--- src/rtl/imm_gen_pkg.sv ---
// Shared types for the immediate-generation stage.
// Formats, base opcodes and the buffered entry layout.
package imm_gen_pkg;

   typedef enum logic [2:0] {
      FMT_NONE,
      FMT_R,
      FMT_I,
      FMT_S,
      FMT_B,
      FMT_U,
      FMT_J
   } imm_fmt_e;

   localparam logic [6:0] OPC_LOAD    = 7'b0000011;
   localparam logic [6:0] OPC_OPIMM   = 7'b0010011;
   localparam logic [6:0] OPC_OPIMM32 = 7'b0011011;
   localparam logic [6:0] OPC_JALR    = 7'b1100111;
   localparam logic [6:0] OPC_SYSTEM  = 7'b1110011;
   localparam logic [6:0] OPC_STORE   = 7'b0100011;
   localparam logic [6:0] OPC_BRANCH  = 7'b1100011;
   localparam logic [6:0] OPC_LUI     = 7'b0110111;
   localparam logic [6:0] OPC_AUIPC   = 7'b0010111;
   localparam logic [6:0] OPC_JAL     = 7'b1101111;
   localparam logic [6:0] OPC_OP      = 7'b0110011;
   localparam logic [6:0] OPC_OP32    = 7'b0111011;

   localparam int XLEN_MAX = 64;
   localparam int PC_W_MAX = 64;

   // Sized for the widest build; narrower builds leave the top bits zero.
   typedef struct packed {
      logic                valid;
      logic [31:0]         inst;
      logic [PC_W_MAX-1:0] pc;
      logic [XLEN_MAX-1:0] imm;
      imm_fmt_e            fmt;
      logic                illegal;
   } imm_entry_t;

   function automatic logic [XLEN_MAX-1:0] sext32(input logic [31:0] v);
      return {{(XLEN_MAX-32){v[31]}}, v};
   endfunction

endpackage

--- src/rtl/imm_decode.sv ---
// Combinational format classifier and immediate extractor.
// Every format is first built as a 32-bit value, then sign-extended.
module imm_decode
   import imm_gen_pkg::*;
#(
   parameter int XLEN = 32
) (
   input  logic [31:0]     inst,
   output logic [XLEN-1:0] imm,
   output imm_fmt_e        fmt,
   output logic            illegal
);

   localparam bit RV64 = (XLEN == 64);

   logic [6:0]  opc;
   logic [31:0] raw;
   logic        is_r;
   logic        is_i;
   logic        is_s;
   logic        is_b;
   logic        is_u;
   logic        is_j;

   assign opc = inst[6:0];

   assign is_r = (opc == OPC_OP)
              || (RV64 && opc == OPC_OP32);
   assign is_i = (opc == OPC_LOAD)
              || (opc == OPC_OPIMM)
              || (opc == OPC_JALR)
              || (opc == OPC_SYSTEM)
              || (RV64 && opc == OPC_OPIMM32);
   assign is_s = (opc == OPC_STORE);
   assign is_b = (opc == OPC_BRANCH);
   assign is_u = (opc == OPC_LUI)
              || (opc == OPC_AUIPC);
   assign is_j = (opc == OPC_JAL);

   always_comb begin
      raw     = '0;
      fmt     = FMT_NONE;
      illegal = 1'b0;
      unique case (1'b1)
         is_r: fmt = FMT_R;
         is_i: begin
            fmt = FMT_I;
            raw = {{20{inst[31]}}, inst[31:20]};
         end
         is_s: begin
            fmt = FMT_S;
            raw = {{20{inst[31]}}, inst[31:25], inst[11:7]};
         end
         is_b: begin
            fmt = FMT_B;
            raw = {{19{inst[31]}}, inst[31], inst[7],
                   inst[30:25], inst[11:8], 1'b0};
         end
         is_u: begin
            fmt = FMT_U;
            raw = {inst[31:12], 12'b0};
         end
         is_j: begin
            fmt = FMT_J;
            raw = {{11{inst[31]}}, inst[31], inst[19:12],
                   inst[20], inst[30:21], 1'b0};
         end
         default: illegal = 1'b1;
      endcase
      imm = XLEN'(sext32(raw));
   end

endmodule

--- src/rtl/imm_gen_stage.sv ---
// Registered immediate-generation stage with a two-entry skid buffer.
// in_ready depends only on the skid register, never on out_ready.
module imm_gen_stage
   import imm_gen_pkg::*;
#(
   parameter int XLEN = 32,
   parameter int PC_W = 32
) (
   input  logic            clk,
   input  logic            reset,
   input  logic            flush,
   input  logic            in_valid,
   output logic            in_ready,
   input  logic [31:0]     in_inst,
   input  logic [PC_W-1:0] in_pc,
   output logic            out_valid,
   input  logic            out_ready,
   output logic [31:0]     out_inst,
   output logic [PC_W-1:0] out_pc,
   output logic [XLEN-1:0] out_imm,
   output logic [2:0]      out_fmt,
   output logic            out_illegal
);

   imm_entry_t      main_q;
   imm_entry_t      skid_q;
   imm_entry_t      in_entry;
   logic [XLEN-1:0] dec_imm;
   imm_fmt_e        dec_fmt;
   logic            dec_illegal;
   logic            accept;
   logic            consume;
   logic            unused_pad;

   imm_decode #(
      .XLEN(XLEN)
   ) u_decode (
      .inst   (in_inst),
      .imm    (dec_imm),
      .fmt    (dec_fmt),
      .illegal(dec_illegal)
   );

   always_comb begin
      in_entry         = '0;
      in_entry.valid   = 1'b1;
      in_entry.inst    = in_inst;
      in_entry.pc      = PC_W_MAX'(in_pc);
      in_entry.imm     = XLEN_MAX'(dec_imm);
      in_entry.fmt     = dec_fmt;
      in_entry.illegal = dec_illegal;
   end

   assign in_ready = !skid_q.valid;
   assign accept   = in_valid && in_ready;
   assign consume  = main_q.valid && out_ready;

   always_ff @(posedge clk) begin
      if (reset) begin
         main_q <= '0;
         skid_q <= '0;
      end else if (flush) begin
         main_q.valid <= 1'b0;
         skid_q.valid <= 1'b0;
      end else if (!main_q.valid || consume) begin
         // Skid drains first; accept is impossible while it is full.
         if (skid_q.valid) begin
            main_q       <= skid_q;
            skid_q.valid <= 1'b0;
         end else if (accept) begin
            main_q <= in_entry;
         end else begin
            main_q.valid <= 1'b0;
         end
      end else if (accept) begin
         skid_q <= in_entry;
      end
   end

   assign out_valid   = main_q.valid;
   assign out_inst    = main_q.inst;
   assign out_pc      = main_q.pc[PC_W-1:0];
   assign out_imm     = main_q.imm[XLEN-1:0];
   assign out_fmt     = main_q.fmt;
   assign out_illegal = main_q.illegal;

   assign unused_pad = ^{main_q.pc, main_q.imm};

endmodule
--- config.mk ---
export PLATFORM = sky130hd
export DESIGN_NAME = imm_gen_stage
export DESIGN_NICKNAME = d
export VERILOG_FILES = /design/src/rtl/imm_gen_pkg.sv /design/src/rtl/imm_decode.sv /design/src/rtl/imm_gen_stage.sv
export SDC_FILE = /design/constraint.sdc
export NUM_CORES = 1
export LEC_CHECK = 0
export CAP_MARGIN = 20
export CELL_PAD_IN_SITES_DETAIL_PLACEMENT = 0
export CELL_PAD_IN_SITES_GLOBAL_PLACEMENT = 2
export CORE_UTILIZATION = 33
export DETAILED_ROUTE_END_ITERATION = 8
export GPL_ROUTABILITY_DRIVEN = 0
export PLACE_DENSITY = 0.95
export SLEW_MARGIN = 20
export SYNTH_ARGS = -nofsm -noshare
export SYNTH_HDL_FRONTEND = slang
export SYNTH_SLANG_ARGS = --single-unit
--- constraint.sdc ---
create_clock -name clk -period 3 [get_ports clk]
set_clock_uncertainty 0.15 [all_clocks]
set_input_delay 0.3 -clock clk [delete_from_list [all_inputs] [get_ports clk]]
set_output_delay 0.3 -clock clk [all_outputs]
set_load 0.01 [all_outputs]
# Word level (Yosys, flattened, before mapping)
# Index checks and enable logic that the tools add are counted.
# totals
register_bits,202
latchBits,0
ramBits,0
mem_bits_ro,0
in_bits,69
memories,0
# classes
n_addsub,0
multipliers,0
div,0
n_lt_le_gt_ge,0
n_eq_ne,10
shift,0
n_mux,6
bitwise,2
reduce_logical,15
# ops
op,n
two-way mux 165 bit,1
two-way mux 164 bit,1
case mux 32 bit (5 select lines),1
"equality test 7 bit, second input constant",4
"equality test 7 x 6 -> 1 bit, second input constant",3
case mux 3 bit (6 select lines),1
"equality test 7 x 5 -> 1 bit, second input constant",2
"equality test 7 x 2 -> 1 bit, second input constant",1
AND reduction 3 bit,2
OR reduction 6 bit,1
logical OR 1 bit,5
OR reduction 3 bit,1
logical AND 1 bit,2
zero test 1 bit,2
two-way mux 1 bit,2
inverter 1 bit,2
nonzero test 2 bit,1
OR reduction 2 bit,1

# Depth between registers and ports, before layout
# Gate-level depths: netlist of run 1.
# depth
ltp_word,8
ltp_mapped,7
mapped_depth_nobuf,4

# Cells and area by module
# Synthesis of run 1 repeated with hierarchy kept, for this count alone.
# unflattened
hier_cells,973
area_unflattened_um2,10182.3
# by_module_without_submodules
module,instances,cells_per_inst,area_each_um2,seq_area_each_um2
imm_gen_stage,1,899,9659.3,4043.9
imm_decode,1,74,523.0,0.0

# Worst setup path before layout of run 1
# OpenSTA, ideal clock, no wires.
# synth_path
path_type,register -> register
from,"reg main_q, in the netlist out_valid"
to,"reg main_q, in the netlist out_inst[31]"
setup_time_ns,0.132
arrival_ns,1.503
t_required_ns,2.718
setup_slack_ns,1.215
path_stages_with_launch,8
period_less_slack_ns,1.785
cell_sequence,dfxtp_1 > nor2b_1 > buf_2 > or3_1 > buf_2 > buf_2 > a211oi_1 > nor3_1
# synth_between
elab_chain_cells,3
elab_cells_between_ends,4
classes_between,4 x reduce/logical
# synth_rtl
element,line,source
start: declaration,imm_gen_stage.sv:25,imm_entry_t main_q;
start signal: assignment,imm_gen_stage.sv:68,main_q <= skid_q;
start signal: assignment,imm_gen_stage.sv:71,main_q <= in_entry;
zero test 1 bit or logical AND 1 bit (tied branches),"imm_gen_stage.sv:65, imm_gen_stage.sv:56",
logical OR 1 bit *,imm_gen_stage.sv:65,end else if (!main_q.valid || consume) begin
AND reduction 3 bit (no source line) *,--,
# Every way passes the cells marked *; elsewhere a longest branch is shown, timed or not.
# A chain may end at the register's enable or synchronous reset.

# Worst setup path in the final report of run 1
# layout_path
from,reg skid_q[164] (netlist bit)
to,out in_ready
# layout_between
elab_chain_cells,1
# layout_rtl
element,line,source
start: declaration,imm_gen_stage.sv:26,imm_entry_t skid_q;
start signal: assignment,imm_gen_stage.sv:76,skid_q <= in_entry;
zero test 1 bit,imm_gen_stage.sv:54,assign in_ready = !skid_q.valid;
end: declaration,imm_gen_stage.sv:13,"output logic in_ready,"
# Every way passes these cells.

==> summary.txt, run 1 <==
STA
  – Final WS setup: 0.420 ns
  – Final TNS setup: 0 ns
  – Setup repair after global routing missed its margin: no
  – Fin crit period: 2.58 ns
  – Final period util: 0.860
  – Worst-margin pin slew: 0.944 ns
  – Max-slew violations: 0
  – Slew margin rel.: 0.369
  – Fin. Hold Viols: 0
  – Final count of negative-setup-slack endpoints: 0
  – Fmax: 388 MHz

Power and ir drop
  – Clock share of power: 0.439
  – P_leak: 3.61 nW
  – Int Pwr: 4.80 mW
  – Net Sw Frac: 0.243
  – Register share of total power: 0.447
  – Max IR drop VDD: 0.329 mV
  – Switch Pwr: 1.54 mW
  – Combinational share of power: 0.114
  – Cell area power density: 559 nW/um2
  – Pwr Total: 6.34 mW

Critical path
  – CP Launch Point: skid_q[164]$_SDFFE_PP0P_
  – Bufs and invs on worst path: 2
  – Reg2Reg Launch Point: skid_q[164]$_SDFFE_PP0P_
  – Startpoint types: flop
  – Crit-path leading delay family: buffers and inverters
  – Critical Path Sink Type: primary output
  – WP data required: 2.55 ns
  – CP max FO: 17
  – CP arrival: 2.13 ns
  – Max incr delay on CP: 0.62 ns
  – Cell chain of the critical path: clkinv_1, clkdlybuf4s50_1
  – WS Path Type: reg -> out
  – Critical path's slowest cell: clkdlybuf4s50_1

Floorplanning
  – Die area: 27000 um2
  – Die Width: 164 um
  – # rows: 58
  – Die Span Y: 164 um
  – Core box area: 25500 um2
  – Starting Density: 0.341
  – I/O pin total: 171

Status
  – Status: completed

Clocking
  – Number of buffers created by CTS: 24
  – Worst-Skew Late Latency: 0.52 ns
  – Clk sinks: 202
  – Post-CTS setup buffer count: 0
  – Depth of the CTS H-tree: 1
  – Number of gates resized after CTS: 0
  – Worst-path clk slew: 0.06 ns
  – Max clock buf depth: 3
  – CTS tree: done
  – Root Driver: clkbuf_16
  – # hold bufs at CTS: 0

Place
  – Dpl hpwl: 16100 um
  – Dpl cells: 1427
  – Pre-CTS setup slack: 0.377 ns
  – Placed cell area: 10600 um2
  – Port bufs: 170

Synthesis
  – Prevailing post-synth register cell: dfxtp_1
  – Register area share after synthesis: 0.466
  – Yosys top cell area share: 0.466
  – FF+latch count, synth: 202
  – Synth warn: 0
  – Syn nets: 1068
  – Mapped Area: 8680 um2
  – Post-synth EDFFs: 0
  – Leading area contributor after synthesis: dfxtp_1
  – Avg Cell Area, Syn: 8.69 um2
  – Yosys cell types: 55
  – Asr flop ratio synth: 0
  – Most area-consuming cells after synthesis: dfxtp_1, mux2i_1, a211oi_1, nand2_1, a21oi_1
  – Post-Syn Instances: 999

Global route
  – First-pass GRT wire length: 38900 um
  – GRT Util Overall: 0.182
  – Pin count of the biggest net entering global routing: 100
  – Overflow after GRT: 0
  – Vias in the first global route: 6872
  – Initial antenna violation count: 0

Cells and area
  – Fin cells: 1469
  – Final Cell Area: 11300 um2
  – Layout cells sized above 1: 0.0711
  – Fill count: 2482
  – Ant diodes: 0
  – Area growth syn-to-layout: 30.7%
  – Final net count: 1192

Drt
  – Routed vias: 7637
  – DR DRC count: 0
  – Number of vias per cell: 5.20
  – Initial DRC Count: 416
  – Routed wire length: 25000 um
  – Drt wl/cell: 17.0 um
  – TritonRoute pass-1 iters: 5
  – Post-route ant nets: 0

Hold path
  – Type of the worst min-delay path: in -> reg
  – Hold wc startpoint: reset

Flow run
  – Max-cap violations: 0
==> synth_stat cells, drive strengths merged, types with 3 or more instances <==
cell / count
o211ai: 18
nand4b: 4
clkbuf: 43
nor2: 91
or3: 4
nor4: 4
dfxtp: 202
nor3b: 4
buf: 53
o21a: 4
a31oi: 4
nor3: 26
mux2i: 74
nand3: 4
o21bai: 4
a211oi: 93
o21ai: 22
o31ai: 3
a221o: 4
a32oi: 5
nor2b: 4
inv: 6
a221oi: 10
nand2: 183
and3: 5
nand2b: 6
a21oi: 85
o22ai: 12
a311oi: 3
==> cell families after synthesis <==
group	synth area share
buffers and inverters	0.0556
DFF	0.466
and+or+nand+nor	0.173
AOI/OAI and AO/OA	0.220
muxes	0.0853
==> stage by stage <==
step,util,hold slack [ns]
2_1_floorplan,-,0.279
3_3_place_gp,0.416,0.289
3_5_place_dp,0.416,0.294
4_1_cts,0.445,0.0645
5_1_grt,0.445,0.0993
6_report,0.445,0.0942
==> final timing paths <==
| check | end | slack, ns | depth (start not counted) |
|---|---|---|---|
| setup / recovery | in_ready | 0.42 | 2 |
| setup reg to reg | out_imm[20]$_SDFFE_PP0P_ | 0.68 | 4 |
| hold reg to reg | skid_q[35]$_SDFFE_PP0P_ | 0.30 | 2 |
| hold / removal | skid_q[11]$_SDFFE_PP0P_ | 0.09 | 2 |
==> power groups by stage <==
stage                     Sequential, mW  Clock [mW]  Combinational [mW]
after floorplan                     2.93           0               0.313
after global placement              2.89           0               0.725
after detailed placement            2.89           0               0.730
after CTS                           2.84        2.85               0.732
after global routing                2.85        2.96               0.789
final                               2.84        2.78               0.725
==> layout by cell type, fill, tap and decap left out, types with 5 or more instances in the layout <==
cell type,instances
nor3_1,22
and3_1,5
clkbuf_8,6
a32oi_1,5
nand2b_1,6
nor2_1,91
a211oi_1,92
nand2_1,183
clkdlybuf4s50_1,169
dfxtp_1,201
a221oi_2,9
o211ai_1,18
o22ai_1,11
clkbuf_16,25
clkbuf_1,8
inv_1,6
a21oi_1,83
buf_4,20
mux2i_1,74
o21ai_0,22
==> final cells by class <==
cell class | instances | area (um2) | share of cell area
multi-input combinational | 694 | 4170 | 0.368
clock buffer | 39 | 738 | 0.0651
inverter | 7 | 26.3 | 0.00232
sequential | 202 | 4050 | 0.357
clock inverter | 3 | 15.0 | 0.00132
timing repair buffer | 194 | 1930 | 0.170
tap | 330 | 413 | 0.0364
==> flip-flops by register name, summed over array words and instances, names as in the netlist <==
register     count
out_inst        32
out_illegal      1
out_valid        1
out_pc          32
out_fmt          3
skid_q         101
out_imm         32
==> layer usage <==
| layer | GRT usage | up-vias | routed length (um) |
|---|---|---|---|
| met4 | 0.0492 | 0 | 472 |
| met5 | 0 | - | 0 |
| met3 | 0.0301 | 29 | 1340 |
| met2 | 0.278 | 191 | 11200 |
| li1 | - | 3808 | - |
| met1 | 0.263 | 3609 | 12000 |
Power figures use the tool's default switching activity.
==> run 2: changes to the inputs <==
--- a/config.mk
+++ b/config.mk
@@ -8,10 +8,11 @@
 export CAP_MARGIN = 20
 export CELL_PAD_IN_SITES_DETAIL_PLACEMENT = 0
 export CELL_PAD_IN_SITES_GLOBAL_PLACEMENT = 2
+export CORE_ASPECT_RATIO = 1.5
 export CORE_UTILIZATION = 33
 export DETAILED_ROUTE_END_ITERATION = 8
 export GPL_ROUTABILITY_DRIVEN = 0
-export PLACE_DENSITY = 0.95
+export PLACE_DENSITY = 0.81
 export SLEW_MARGIN = 20
 export SYNTH_ARGS = -nofsm -noshare
 export SYNTH_HDL_FRONTEND = slang
==> constraint.sdc (replaced) <==
create_clock -name clk -period 3.01 [get_ports clk]
set_clock_uncertainty 0.15 [all_clocks]
set_input_delay 0.301 -clock clk [delete_from_list [all_inputs] [get_ports clk]]
set_output_delay 0.301 -clock clk [all_outputs]
set_load 0.01 [all_outputs]
==> run 2 against run 1 <==
Net effect: hold slack got worse by 0.0016 ns; clock-buffer cell count fell by 4; sequential cell count did not move; worst setup slack improved by 0.46 ns; cell count rose by 0.27%; clock power fell by 9.4%; largest cell class unchanged; cell area barely moved; via count fell by 1.2%; critical endpoint unchanged; non-clock buffer count rose by 6.
==> summary.txt, run 2 (synthesis results as in run 1) <==
Place
  – Dpl hpwl: 16900 um (+5.0%)
  – Port bufs: 170 (unchanged)
  – Pre-CTS setup slack: 0.423 ns (+0.0453 ns)

STA
  – Max-slew violations: 0 (unchanged)
  – Worst-margin pin slew: 0.792 ns (-0.152 ns)
  – Setup repair after global routing missed its margin: no
  – Final count of negative-setup-slack endpoints: 0 (unchanged)
  – Fin. Hold Viols: 0 (unchanged)
  – Final WS setup: 0.877 ns (+0.458 ns)
  – Slew margin rel.: 0.472 (+0.103)
  – Final period util: 0.709
  – Fin crit period: 2.13 ns
  – Fmax: 469 MHz
  – Final TNS setup: 0 ns (unchanged)

Clocking
  – Post-CTS setup buffer count: 0 (unchanged)
  – Number of gates resized after CTS: 0 (unchanged)
  – Clk sinks: 202 (unchanged)
  – # hold bufs at CTS: 0 (unchanged)
  – Number of buffers created by CTS: 22 (-8.3%)
  – Worst-Skew Late Latency: 0.51 ns (about the same)
  – Depth of the CTS H-tree: 1 (unchanged)
  – Worst-path clk slew: 0.06 ns (about the same)
  – Max clock buf depth: 3 (unchanged)
  – Root Driver: clkbuf_16
  – CTS tree: done

Critical path
  – CP max FO: 15 (-2)
  – Reg2reg end: skid_q[20]$_SDFFE_PP0P_
  – WS Path Type: reg -> out
  – CP arrival: 1.68 ns (-0.45 ns)
  – Max incr delay on CP: 0.56 ns (-0.06 ns)
  – Path depth of the worst reg2reg path: 4 (unchanged)
  – CP Launch Point: skid_q[164]$_SDFFE_PP0P_
  – CP Capture Point: in_ready
  – Critical Path Sink Type: primary output
  – Cell chain of the critical path: clkinv_1, buf_4, clkdlybuf4s50_1
  – Startpoint types: flop
  – Reg2Reg Launch Point: skid_q[164]$_SDFFE_PP0P_
  – Critical path's slowest cell: clkdlybuf4s50_1
  – WP data required: 2.56 ns (about the same)
  – Flop-to-flop setup slack: 1.05 ns (+0.37 ns)

Cells and area
  – Layout cells sized above 1: 0.0702 (-0.000878)
  – Max reg flops: 101 (unchanged)
  – Most flop-heavy register: skid_q
  – Final net count: 1196 (+0.34%)
  – Fill count: 2588 (+4.3%)
  – Most common cell after layout, fill and taps aside: dfxtp_1
  – Commonest non-fill, non-tap cells in the layout: dfxtp_1, nand2_1, clkdlybuf4s50_1
  – Area growth syn-to-layout: 30.6% (about the same)

Floorplanning
  – Core box area: 25900 um2 (+1.5%)
  – Die Span Y: 201 um (+22%)
  – I/O pin total: 171 (unchanged)
  – Die Width: 134 um (-18%)
  – Starting Density: 0.336 (-0.00505)
  – Die area: 27000 um2 (about the same)
  – # rows: 72 (+24%)

Drt
  – Highest metal used: met4
  – TritonRoute pass-1 iters: 5 (unchanged)
  – DR DRC count: 0 (unchanged)
  – Post-route ant nets: 0 (unchanged)
  – Met2 Wirelength: 13000 um (+16%)
  – Number of vias per cell: 5.12 (-1.4%)
  – M1 WL: 10700 um (-11%)
  – Initial DRC Count: 570 (+37%)
  – Routed vias: 7547 (-1.2%)
  – DR WL met3: 1480 um (+10%)
  – Drt wl/cell: 17.6 um (+3.2%)
  – Routed wire length: 25900 um (+3.5%)

Power and ir drop
  – P_leak: 3.60 nW (-0.32%)
  – Cell area power density: 537 nW/um2 (-4.0%)
  – Max IR drop VDD: 0.391 mV (+19%)

Global route
  – Pin count of the biggest net entering global routing: 80 (-20%)
  – First-pass GRT wire length: 41200 um (+5.9%)
  – Vias in the first global route: 7336 (+6.8%)
  – GRT Util Overall: 0.193 (+0.0105)
  – Overflow after GRT: 0 (unchanged)
  – Initial antenna violation count: 0 (unchanged)

Flow run
  – Max-cap violations: 0 (unchanged)

Status
  – Status: completed

Hold path
  – Type of the worst min-delay path: in -> reg
[run 2: worst min-delay path by stage]
stage	from	cells after the start	end
2_1_floorplan	skid_q[35]$_SDFFE_PP0P_	2	skid_q[35]$_SDFFE_PP0P_
3_3_place_gp	skid_q[12]$_SDFFE_PP0P_	2	skid_q[12]$_SDFFE_PP0P_
3_5_place_dp	skid_q[14]$_SDFFE_PP0P_	2	skid_q[14]$_SDFFE_PP0P_
4_1_cts	reset	2	skid_q[132]$_SDFFE_PP0P_
5_1_grt	reset	2	skid_q[163]$_SDFFE_PP0P_
6_report	reset	2	skid_q[132]$_SDFFE_PP0P_
[run 2: worst max-delay path: cells and delay by family, from the launching register on]
kind / cells / cell delay [ns]
DFF: 1 / 0.35
buffers and inverters: 3 / 0.81
[run 2: cell type report]
cell class / instances / area [um2] / area share
multi-input cells: 694 / 4170 / 0.368
flip-flops and latches: 202 / 4050 / 0.357
repair buffers: 200 / 2020 / 0.178
clock buffers: 35 / 651 / 0.0574
well taps: 333 / 417 / 0.0368
inverters: 7 / 26.3 / 0.00232
clock inverters: 1 / 5.00 / 0.000442
diodes: 1 / 2.50 / 0.000221
[run 2: routing by layer]
layer	GRT usage	vias up
li1	-	3817
met1	0.233	3507
met2	0.338	186
met3	0.0417	37
met4	0.0598	0
met5	0	-
[run 2: metrics by stage]
step	hold slack [ns]	instances	util	cell area, um2	power, mW
floorplan	0.279	999	-	8680	3.23
global placement	0.290	1436	0.413	10700	3.63
detailed placement	0.295	1436	0.413	10700	3.63
CTS	0.105	1472	0.438	11300	6.19
global route	0.142	1472	0.438	11300	6.36
finish	0.0925	1473	0.438	11300	6.08
[run 2: where the power goes]
group	internal [mW]	leakage, nW	switching (mW)	total [mW]
Clock	1.47	0.320	1.06	2.52
Combinational	0.360	1.64	0.378	0.738
Sequential	2.77	1.65	0.0537	2.82
